[src/rtl/alien_formation_ctrl_if.sv]
// ---------------------------------------------------------------------------
// alien_formation_ctrl_if
//   Shot-collision report channel between the collision detector (master)
//   and the formation controller (slave).
//   hit_valid : collision report strobe
//   hit_index : alien index 0..35 that was hit (9*row + col)
//   hit_ack   : one-clk pulse, the report cleared a live alien
// ---------------------------------------------------------------------------
interface alien_formation_ctrl_if;
    logic       hit_valid;
    logic [5:0] hit_index;
    logic       hit_ack;

    modport master (output hit_valid, output hit_index, input hit_ack);
    modport slave  (input hit_valid, input hit_index, output hit_ack);
endinterface

[src/rtl/alien_formation_ctrl.sv]
// ---------------------------------------------------------------------------
// alien_formation_ctrl
//   Sequential controller for the 9x4 alien formation. Owns the formation
//   origin and the 36-bit alive mask, steps the block right/left on frame
//   ticks, drops it at the screen edges and clears aliens on shot hits.
//   Alien index = 9*row + col; cell 20x10 px, pitch 40x20 px.
//
//   Ports
//     clk, reset    : clock, synchronous active-high reset
//     tick          : one-clk frame pulse
//     new_wave      : one-clk pulse, reload formation (beats tick/hit)
//     hit           : slave side of the shot-hit channel (valid/index/ack)
//     xAlien/yAlien : formation origin
//     alive         : alive mask, bit 9*row+col
//     aliens_left   : popcount(alive)
//     step_pulse    : one-clk pulse after every move or drop
//     wave_cleared  : level, alive == 0
//     invaded       : level, sticky until reset/new_wave
//
//   Build option: define SPEEDUP_EN to make the step period shrink as
//   aliens die (MIN_TICKS + aliens_left/4); otherwise it is STEP_TICKS.
// ---------------------------------------------------------------------------
module alien_formation_ctrl #(
    parameter int X_START    = 20,
    parameter int Y_START    = 40,
    parameter int X_MIN      = 0,
    parameter int X_MAX      = 639,
    parameter int DX         = 4,
    parameter int DY         = 10,
    parameter int Y_INVADE   = 440,
    parameter int STEP_TICKS = 8,
    parameter int MIN_TICKS  = 1
) (
    input  logic                       clk,
    input  logic                       reset,
    input  logic                       tick,
    input  logic                       new_wave,
    alien_formation_ctrl_if.slave      hit,
    output logic [9:0]                 xAlien,
    output logic [9:0]                 yAlien,
    output logic [35:0]                alive,
    output logic [5:0]                 aliens_left,
    output logic                       step_pulse,
    output logic                       wave_cleared,
    output logic                       invaded
);

    typedef enum logic [1:0] {MOVE_R, MOVE_L, CLEARED, INVADED} state_t;

    state_t      state, state_n;
    logic [7:0]  cnt, cnt_n, period;
    logic [9:0]  x_n, y_n;
    logic [35:0] alive_n, hit_mask;
    logic [63:0] alive_pad;
    logic [8:0]  col_any;
    logic [3:0]  row_any;
    logic [3:0]  lc, rc;
    logic [1:0]  br;
    logic        hit_live, step_n;
    logic [5:0]  left_n;
    logic [10:0] reach_r, reach_l, x_up, bottom;

`ifdef SPEEDUP_EN
    assign period = 8'(MIN_TICKS) + {4'd0, aliens_left[5:2]};
`else
    assign period = (STEP_TICKS < MIN_TICKS) ? 8'(MIN_TICKS) : 8'(STEP_TICKS);
`endif

    always_comb begin
        // Edge columns come from the mask before this cycle's hit.
        col_any = '0;
        for (int unsigned r = 0; r < 4; r++)
            for (int unsigned c = 0; c < 9; c++)
                if (alive[9*r + c]) col_any[c] = 1'b1;
        rc = '0;
        lc = '0;
        for (int unsigned c = 0; c < 9; c++)
            if (col_any[c]) rc = 4'(c);
        for (int unsigned c = 9; c > 0; c--)
            if (col_any[c-1]) lc = 4'(c - 1);

        // Padding lets out-of-range indices read as dead aliens.
        alive_pad = {28'd0, alive};
        hit_live  = hit.hit_valid && (hit.hit_index < 6'd36) && alive_pad[hit.hit_index];
        hit_mask  = 36'd1 << hit.hit_index;
        alive_n   = hit_live ? (alive & ~hit_mask) : alive;

        reach_r = 11'(xAlien) + 11'(rc) * 11'd40 + 11'd20 + 11'(DX);
        reach_l = 11'(xAlien) + 11'(lc) * 11'd40;
        x_up    = 11'(xAlien) + 11'(DX);

        state_n = state;
        x_n     = xAlien;
        y_n     = yAlien;
        cnt_n   = cnt;
        step_n  = 1'b0;

        if ((state == MOVE_R || state == MOVE_L) && tick) begin
            // >= keeps the counter safe if the period shrinks between steps.
            if (cnt >= period - 8'd1) begin
                cnt_n  = '0;
                step_n = 1'b1;
                if (state == MOVE_R) begin
                    if (reach_r <= 11'(X_MAX)) begin
                        x_n = (x_up > 11'd1023) ? 10'd1023 : x_up[9:0];
                    end else begin
                        y_n     = yAlien + 10'(DY);
                        state_n = MOVE_L;
                    end
                end else begin
                    if (reach_l >= 11'(X_MIN) + 11'(DX)) begin
                        // A dead left column can let the origin go negative; pin at 0.
                        x_n = (xAlien < 10'(DX)) ? '0 : xAlien - 10'(DX);
                    end else begin
                        y_n     = yAlien + 10'(DY);
                        state_n = MOVE_R;
                    end
                end
            end else begin
                cnt_n = cnt + 8'd1;
            end
        end

        // Bottom row and population come from the post-hit mask.
        for (int unsigned r = 0; r < 4; r++)
            row_any[r] = |alive_n[9*r +: 9];
        br = '0;
        for (int unsigned r = 0; r < 4; r++)
            if (row_any[r]) br = 2'(r);
        bottom = 11'(y_n) + 11'(br) * 11'd20 + 11'd10;

        left_n = '0;
        for (int unsigned i = 0; i < 36; i++)
            if (alive_n[i]) left_n = left_n + 6'd1;

        // Terminal states only entered from the moving states; once there,
        // hits still clear bits but nothing moves.
        if (state == MOVE_R || state == MOVE_L) begin
            if (alive_n == '0)
                state_n = CLEARED;
            else if (bottom >= 11'(Y_INVADE))
                state_n = INVADED;
        end
    end

    always_ff @(posedge clk) begin
        if (reset || new_wave) begin
            state        <= MOVE_R;
            cnt          <= '0;
            xAlien       <= 10'(X_START);
            yAlien       <= 10'(Y_START);
            alive        <= '1;
            aliens_left  <= 6'd36;
            hit.hit_ack  <= 1'b0;
            step_pulse   <= 1'b0;
            wave_cleared <= 1'b0;
            invaded      <= 1'b0;
        end else begin
            state        <= state_n;
            cnt          <= cnt_n;
            xAlien       <= x_n;
            yAlien       <= y_n;
            alive        <= alive_n;
            aliens_left  <= left_n;
            hit.hit_ack  <= hit_live;
            step_pulse   <= step_n;
            wave_cleared <= (alive_n == '0);
            invaded      <= (state_n == INVADED);
        end
    end

endmodule
[src/flat_wrapper.sv]
// flat-port wrapper written by rule: the top's interface ports become plain ports
module alien_formation_ctrl_flat 
#(
    parameter int X_START    = 20,
    parameter int Y_START    = 40,
    parameter int X_MIN      = 0,
    parameter int X_MAX      = 639,
    parameter int DX         = 4,
    parameter int DY         = 10,
    parameter int Y_INVADE   = 440,
    parameter int STEP_TICKS = 8,
    parameter int MIN_TICKS  = 1
)
  (clk, reset, tick, new_wave, xAlien, yAlien, alive, aliens_left, step_pulse, wave_cleared, invaded, hit_hit_valid, hit_hit_index, hit_hit_ack);
  alien_formation_ctrl_if hit_i ();
  input  logic clk;
  input  logic reset;
  input  logic tick;
  input  logic new_wave;
  output logic [9:0] xAlien;
  output logic [9:0] yAlien;
  output logic [35:0] alive;
  output logic [5:0] aliens_left;
  output logic step_pulse;
  output logic wave_cleared;
  output logic invaded;
  input wire logic [$bits(hit_i.hit_valid)-1:0] hit_hit_valid;
  input wire logic [$bits(hit_i.hit_index)-1:0] hit_hit_index;
  output wire logic [$bits(hit_i.hit_ack)-1:0] hit_hit_ack;
  assign hit_i.hit_valid = hit_hit_valid;
  assign hit_i.hit_index = hit_hit_index;
  assign hit_hit_ack = hit_i.hit_ack;
  alien_formation_ctrl #(.X_START(X_START), .Y_START(Y_START), .X_MIN(X_MIN), .X_MAX(X_MAX), .DX(DX), .DY(DY), .Y_INVADE(Y_INVADE), .STEP_TICKS(STEP_TICKS), .MIN_TICKS(MIN_TICKS)) u_core (.clk(clk), .reset(reset), .tick(tick), .new_wave(new_wave), .hit(hit_i), .xAlien(xAlien), .yAlien(yAlien), .alive(alive), .aliens_left(aliens_left), .step_pulse(step_pulse), .wave_cleared(wave_cleared), .invaded(invaded));
endmodule
[config.mk]
export PLATFORM = sky130hd
export DESIGN_NAME = alien_formation_ctrl_flat
export DESIGN_NICKNAME = d
export VERILOG_FILES = /design/src/rtl/alien_formation_ctrl_if.sv /design/src/rtl/alien_formation_ctrl.sv /design/src/flat_wrapper.sv
export SDC_FILE = /design/constraint.sdc
export NUM_CORES = 1
export LEC_CHECK = 0
export CAP_MARGIN = 10
export CORE_ASPECT_RATIO = 1.75
export CORE_MARGIN = 4
export CORE_UTILIZATION = 28
export DETAILED_ROUTE_END_ITERATION = 10
export MAX_ROUTING_LAYER = met4
export PLACE_DENSITY = 0.54
export SYNTH_ARGS = -nofsm -noshare
export SYNTH_HDL_FRONTEND = slang
export SYNTH_SLANG_ARGS = --single-unit
[constraint.sdc]
create_clock -name clk -period 35.3 [get_ports clk]
set_input_delay 8.825 -clock clk [delete_from_list [all_inputs] [get_ports clk]]
set_output_delay 8.825 -clock clk [all_outputs]
set_load 0.05 [all_outputs]
# Word level (Yosys, flattened, before mapping)
# Cells that the tools add are included.
# classes
addsub,45
multipliers,3
n_div,0
n_lt_le_gt_ge,8
eq_ne,3
n_shift,1
muxes,115
bitwise,3
n_reduce_logical,13
# ops
op,n
2-to-1 mux 6 bit,35
adder 6 x 1 -> 6 bit (second input constant),34
2-to-1 mux 10 bit,10
2-to-1 mux 1 bit,41
2-to-1 mux 4 bit,10
bitwise AND 36 bit,1
logical NOT 36 bit,1
2-to-1 mux 36 bit,1
inverter 36 bit,1
left shift 1 x 6 -> 36 bit (first input constant),1
OR reduction 9 bit,3
2-to-1 mux 2 bit,12
adder 10 x 10 -> 11 bit,2
multiplier 4 x 3 -> 7 bit (second input constant),2
2-to-1 mux 3 bit,4
adder 10 x 3 -> 11 bit (second input constant),1
adder 10 x 7 -> 11 bit,1
adder 11 x 3 -> 11 bit (second input constant),1
adder 11 x 4 -> 11 bit (second input constant),1
adder 11 x 5 -> 11 bit (second input constant),1
>= comparator 11 x 3 -> 1 bit (second input constant),1
>= comparator 11 x 9 -> 1 bit (second input constant),1
greater-than comparator 11 x 10 -> 1 bit (second input constant),1
less-or-equal comparator 11 x 10 -> 1 bit (second input constant),1
other kinds (21),24
# word_totals
regBits,76
latch_bits,0
mem_bits_rw,0
romBits,0
in_bits,11
out_inout_bits,66
word_cells,201
memories,0

# Depth between registers and ports, before layout
# logic_depth
word_depth,75
mapped_depth,113
depth_no_buf,107

# Least setup slack after synthesis
# OpenSTA, ideal clock, no wires.
# synth_timing
path_type,input to register
start,input hit_hit_index[1]
end,register u_core.aliens_left[5]
setup_time_ns,0.074
t_arrival_ns,27.611
t_required_ns,35.226
setup_slack_ns,7.615
path_stages,111
path_cell_list,buf_4 > buf_8 > mux2i_1 > nand2_1 > and4_4 > or2_1 > buf_2 > o21ai_2 > buf_2 > buf_1 > o31ai_1 > ha_1 > inv_1 > nand3_2 > o21ai_2 > nor2_4 > inv_1 > ha_1 > [... 75 more ...] > a211oi_1 > ha_1 > xnor2_1 > nor3_1 > a211oi_1 > ha_1 > o22a_1 > ha_1 > nand2_1 > nand2_1 > ha_1 > nand2_1 > or4bb_1 > a21oi_1 > a2111oi_2 > a41oi_1 > a211oi_1 > a31oi_1
# synth_between
elab_chain_len,75
# synth_lines
element,line_no,source
"start, declared",flat_wrapper.sv:28,input wire logic [$bits(hit_i.hit_index)-1:0] hit_hit_index;
binary-select mux 1 bit (select 6 bit) (tied with other cells),alien_formation_ctrl.sv:84,hit_live = hit.hit_valid && (hit.hit_index < 6'd36) && alive_pad[hit.hit_index];
2-to-1 mux 1 bit (not written as such) (tied with other cells),alien_formation_ctrl.sv:84,
logical AND 1 bit / bitwise AND 36 bit (equally long branches),"alien_formation_ctrl.sv:84, alien_formation_ctrl.sv:86",
2-to-1 mux 36 bit (*),alien_formation_ctrl.sv:86,alive_n = hit_live ? (alive & ~hit_mask) : alive;
2-to-1 mux 1 bit,alien_formation_ctrl.sv:134,if (alive_n[i]) left_n = left_n + 6'd1;
adder 1 x 1 -> 2 bit,alien_formation_ctrl.sv:134,
2-to-1 mux 6 bit,alien_formation_ctrl.sv:134,
adder 6 x 1 -> 6 bit,alien_formation_ctrl.sv:134,
[... 59 more ...],--,
adder 6 x 1 -> 6 bit,alien_formation_ctrl.sv:134,
2-to-1 mux 6 bit,alien_formation_ctrl.sv:134,
adder 6 x 1 -> 6 bit,alien_formation_ctrl.sv:134,
2-to-1 mux 6 bit,alien_formation_ctrl.sv:134,
adder 6 x 1 -> 6 bit,alien_formation_ctrl.sv:134,
2-to-1 mux 6 bit,alien_formation_ctrl.sv:134,
adder 6 x 1 -> 6 bit,alien_formation_ctrl.sv:134,
2-to-1 mux 6 bit (*),alien_formation_ctrl.sv:134,
"end signal, assigned",alien_formation_ctrl.sv:164,aliens_left <= left_n;
"end, declared",alien_formation_ctrl.sv:42,"output logic [5:0] aliens_left,"
# Every way passes the cells marked *; elsewhere a longest branch is shown, timed or not. The select of a mux whose other input is x is not followed.
# A chain may end at the register's enable or synchronous reset.

# Final worst setup path
# Same ends and word-level chain as after synthesis.

==> metrics.md <==
| Metric | Value |
|---|---|
| Status | completed |
| Hold Violations, Final | 0 |
| Number of routed nets with antenna violations | 0 |
| Vias | 10500 |
| Setup Crit Path Kind | in -> reg |
| Synth warn | 0 |
| FFs w/ async S/R, synth | 0% |
| Initial Util | around 28% |
| CTS H-tree depth | 3 |
| Worst Tran Pin Value | 1.17 ns |
| Clock Skew | 0.0135 ns |
| Vias in the first global route | roughly 11000 |
| Multi-input logic area | 0.00874 sq mm |
| Worst-path clk slew | 0.06 ns |
| Drt pass-1 iters | 6 |
| Ports | between 70 and 80 |
| Gr ovfl total | 0 |
| Die Footprint | a little over 0.04 sq mm |
| Yosys top cell area share | 13.8% |
| Root Driver | clkbuf_16 |
| Number of max-cap violations | 0 |
| Avg WL per Cell | 18.6 microns |
| RSZ-0062 raised after global routing | false |
| Hold depth | 2 |
| Register area | 0.00148 sq mm |
| Number of cells on the critical path | 106 |
| # setup viols final | 0 |
| Largest net degree at the start of global routing | 50 |
| All-layer global routing usage | 17.5% |
| Max Buffers Root-to-Sink | 2 |
| Crit share post-route | between 80% and 90% |
| Post-Syn Area | 0.0107 sq mm |
| Critical path startpoint category | input pin |
| Max stage delay on crit path | 0.48 ns |
| Ys flop type | dfxtp_1 |
| Worst EP required | 35.57 ns |
| I/O Buffers | 75 |
| Syn Area/Cell | 7.63 sq um |
| Die Span Y | ~270 microns |
| Syn Inst Count | 1403 |
| Initial DRC Count | 671 |
| Leading post-synthesis cells by cell area | dfxtp_1, xnor2_1, ha_1 |
| CP bufs+invs | 5 |
| Critical-path top delay cell | or4bb_1 |
| Worst min path class | reg -> reg |
| R2R depth | 104 |
| Crit path max fanout | 32 |
| Total CTS buffers | 9 |
| Seq cells post-synth | 74 |
| Layout cells sized above 1 | 6.77% |
| Worst relative slew slack | 21.7% |
| Die width | 156 microns |
| Synth area leader | dfxtp_1 |
| Final Max Slew Viols | 0 |
| CP delay by family, top | compound AO/OA/AOI/OAI gates |
| Fillcell total | 4004 |
| Vias per inst | 5.46 |
| Cell variety after synth | 118 |
| Clk sinks | 74 |
| Layout area overhead | 14.0% |
| Hpwl dp | around 30000 microns |
| Critical path arrival | 30.04 ns |
| Total wire length | 35900 microns |
| Most used cell, CP | ha_1 |
| Fmax | 33.6 MHz |
| Initial antenna violation count | 1 |
| Post-route setup TNS | 0 ns |
| EDFF count, synth | 0 |
| Clock Latency Late Sink | 0.35 ns |
| First-pass GRT wire length | 56800 microns |
| Post-Layout Cell Count | 1929 |
| Final core utilization | about a third |
| CTS Hold Bufs | 0 |
| Minimum clock period | 29.77 ns |
| Number of setup buffers added after CTS | 0 |
| Endpoint class of the critical path | register |
| Sequential share of the synthesized area | 13.8% |
| # rows | 94 |
| Post-CTS resize count | 0 |
| CTS tree | yes |
| Area of the core | 0.0378 sq mm |
| WHS | between 0.4 and 0.5 ns |
| GPL Wtd Cong | 0.936 |
| Layout Nets | 1537 |
| Residual DRC | 0 |
| Dpl cells | 1913 |
## stage by stage
step                setup slack (ns)  cell area [sq um]
CTS                             5.67              12200
finish                          5.53              12200
global placement                6.02              11900
detailed placement              5.44              11900
global route                    3.59              12200
floorplan                       7.61              10700
## metal layers
layer / wire [microns] / track usage [%]
met5: 0 / -
met4: 1670 / 7.89
met3: 1150 / 1.30
met2: 19200 / 32.8
met1: 13900 / 18.3
## worst paths after layout
check	startpoint	end	slack, ns
worst min-delay path	u_core.cnt[1]	u_core.cnt[1]	0.47
worst max-delay path	hit_hit_index[1]	u_core.aliens_left[5]	5.53
worst max register to register	u_core.alive[3]	u_core.aliens_left[5]	14.25
worst min register to register	u_core.cnt[1]	u_core.cnt[1]	0.47
## tightest hold or removal path: cells and delay by family, from the launching register on
kind	cells	cell delay, ns
flip-flops	1	0.32
AND/OR/NAND/NOR	1	0.05
AO/OA/AOI/OAI	1	0.05
## synthesized netlist by cell type (16+ instances only)
cell / n
and3_1: 20
o21ai_0: 64
mux2i_1: 26
a21oi_1: 66
xor2_1: 43
clkbuf_1: 35
nand3_1: 39
nor2_1: 128
o31ai_1: 16
and2_1: 19
nand2_1: 171
nand4_1: 19
nor3_1: 44
dfxtp_1: 74
ha_1: 78
xnor2_1: 118
inv_1: 63
nor4_1: 23
## state kept, by name, summed over array words and instances, names as in the netlist
| signal | flops |
|---|---|
| u_core.alive | 36 |
| u_core.wave_cleared | 1 |
| u_core.yAlien | 9 |
| u_core.hit.hit_ack | 1 |
| u_core.xAlien | 9 |
| u_core.state | 2 |
| u_core.aliens_left | 6 |
| u_core.step_pulse | 1 |
| u_core.invaded | 1 |
| u_core.cnt | 8 |
## placed cells by master (no fill, tap or decap), drive strengths merged, types with 7 or more instances in the layout
master and count:
ha 78, o21ai 80, or4 7, nand2 172
xor2 47, and3 21, nor2 130, or2 12
mux2i 26, o31a 7, a22oi 14, dfxtp 74
clkdlybuf4s50 75, nand3b 7, nand2b 13, a31oi 13
xnor3 18, a311oi 8, nor4 24, nand4 19
o21a 14, o32ai 7, clkbuf 10, xnor2 125
inv 66, nand3 41, and2 20, nor3 45
or3 12, o31ai 19, nor2b 13, a21o 8
o211ai 10, a21oi 66, buf 7, a211oi 11
## cell families after synthesis
logic type	share of synthesized area, %
fa+ha+maj	9.95
xor+xnor	20.1
flops	13.8
other cells	0.0350
compound gates	21.8
buf+inv	4.66
mux	3.27
simple gates	26.4
## final cells by class
class	instances	area share [%]
repair buffers	82	6.58
clock buffers	10	1.88
multi-input cells	1211	71.6
well taps	480	4.92
diodes	1	0.0205
inverters	66	2.05
flip-flops and latches	74	12.1
clock inverters	5	0.850
Power is left out: the tool's default activity adds up to more than one toggle a clock period on the data nets, which glitch-free logic cannot reach.
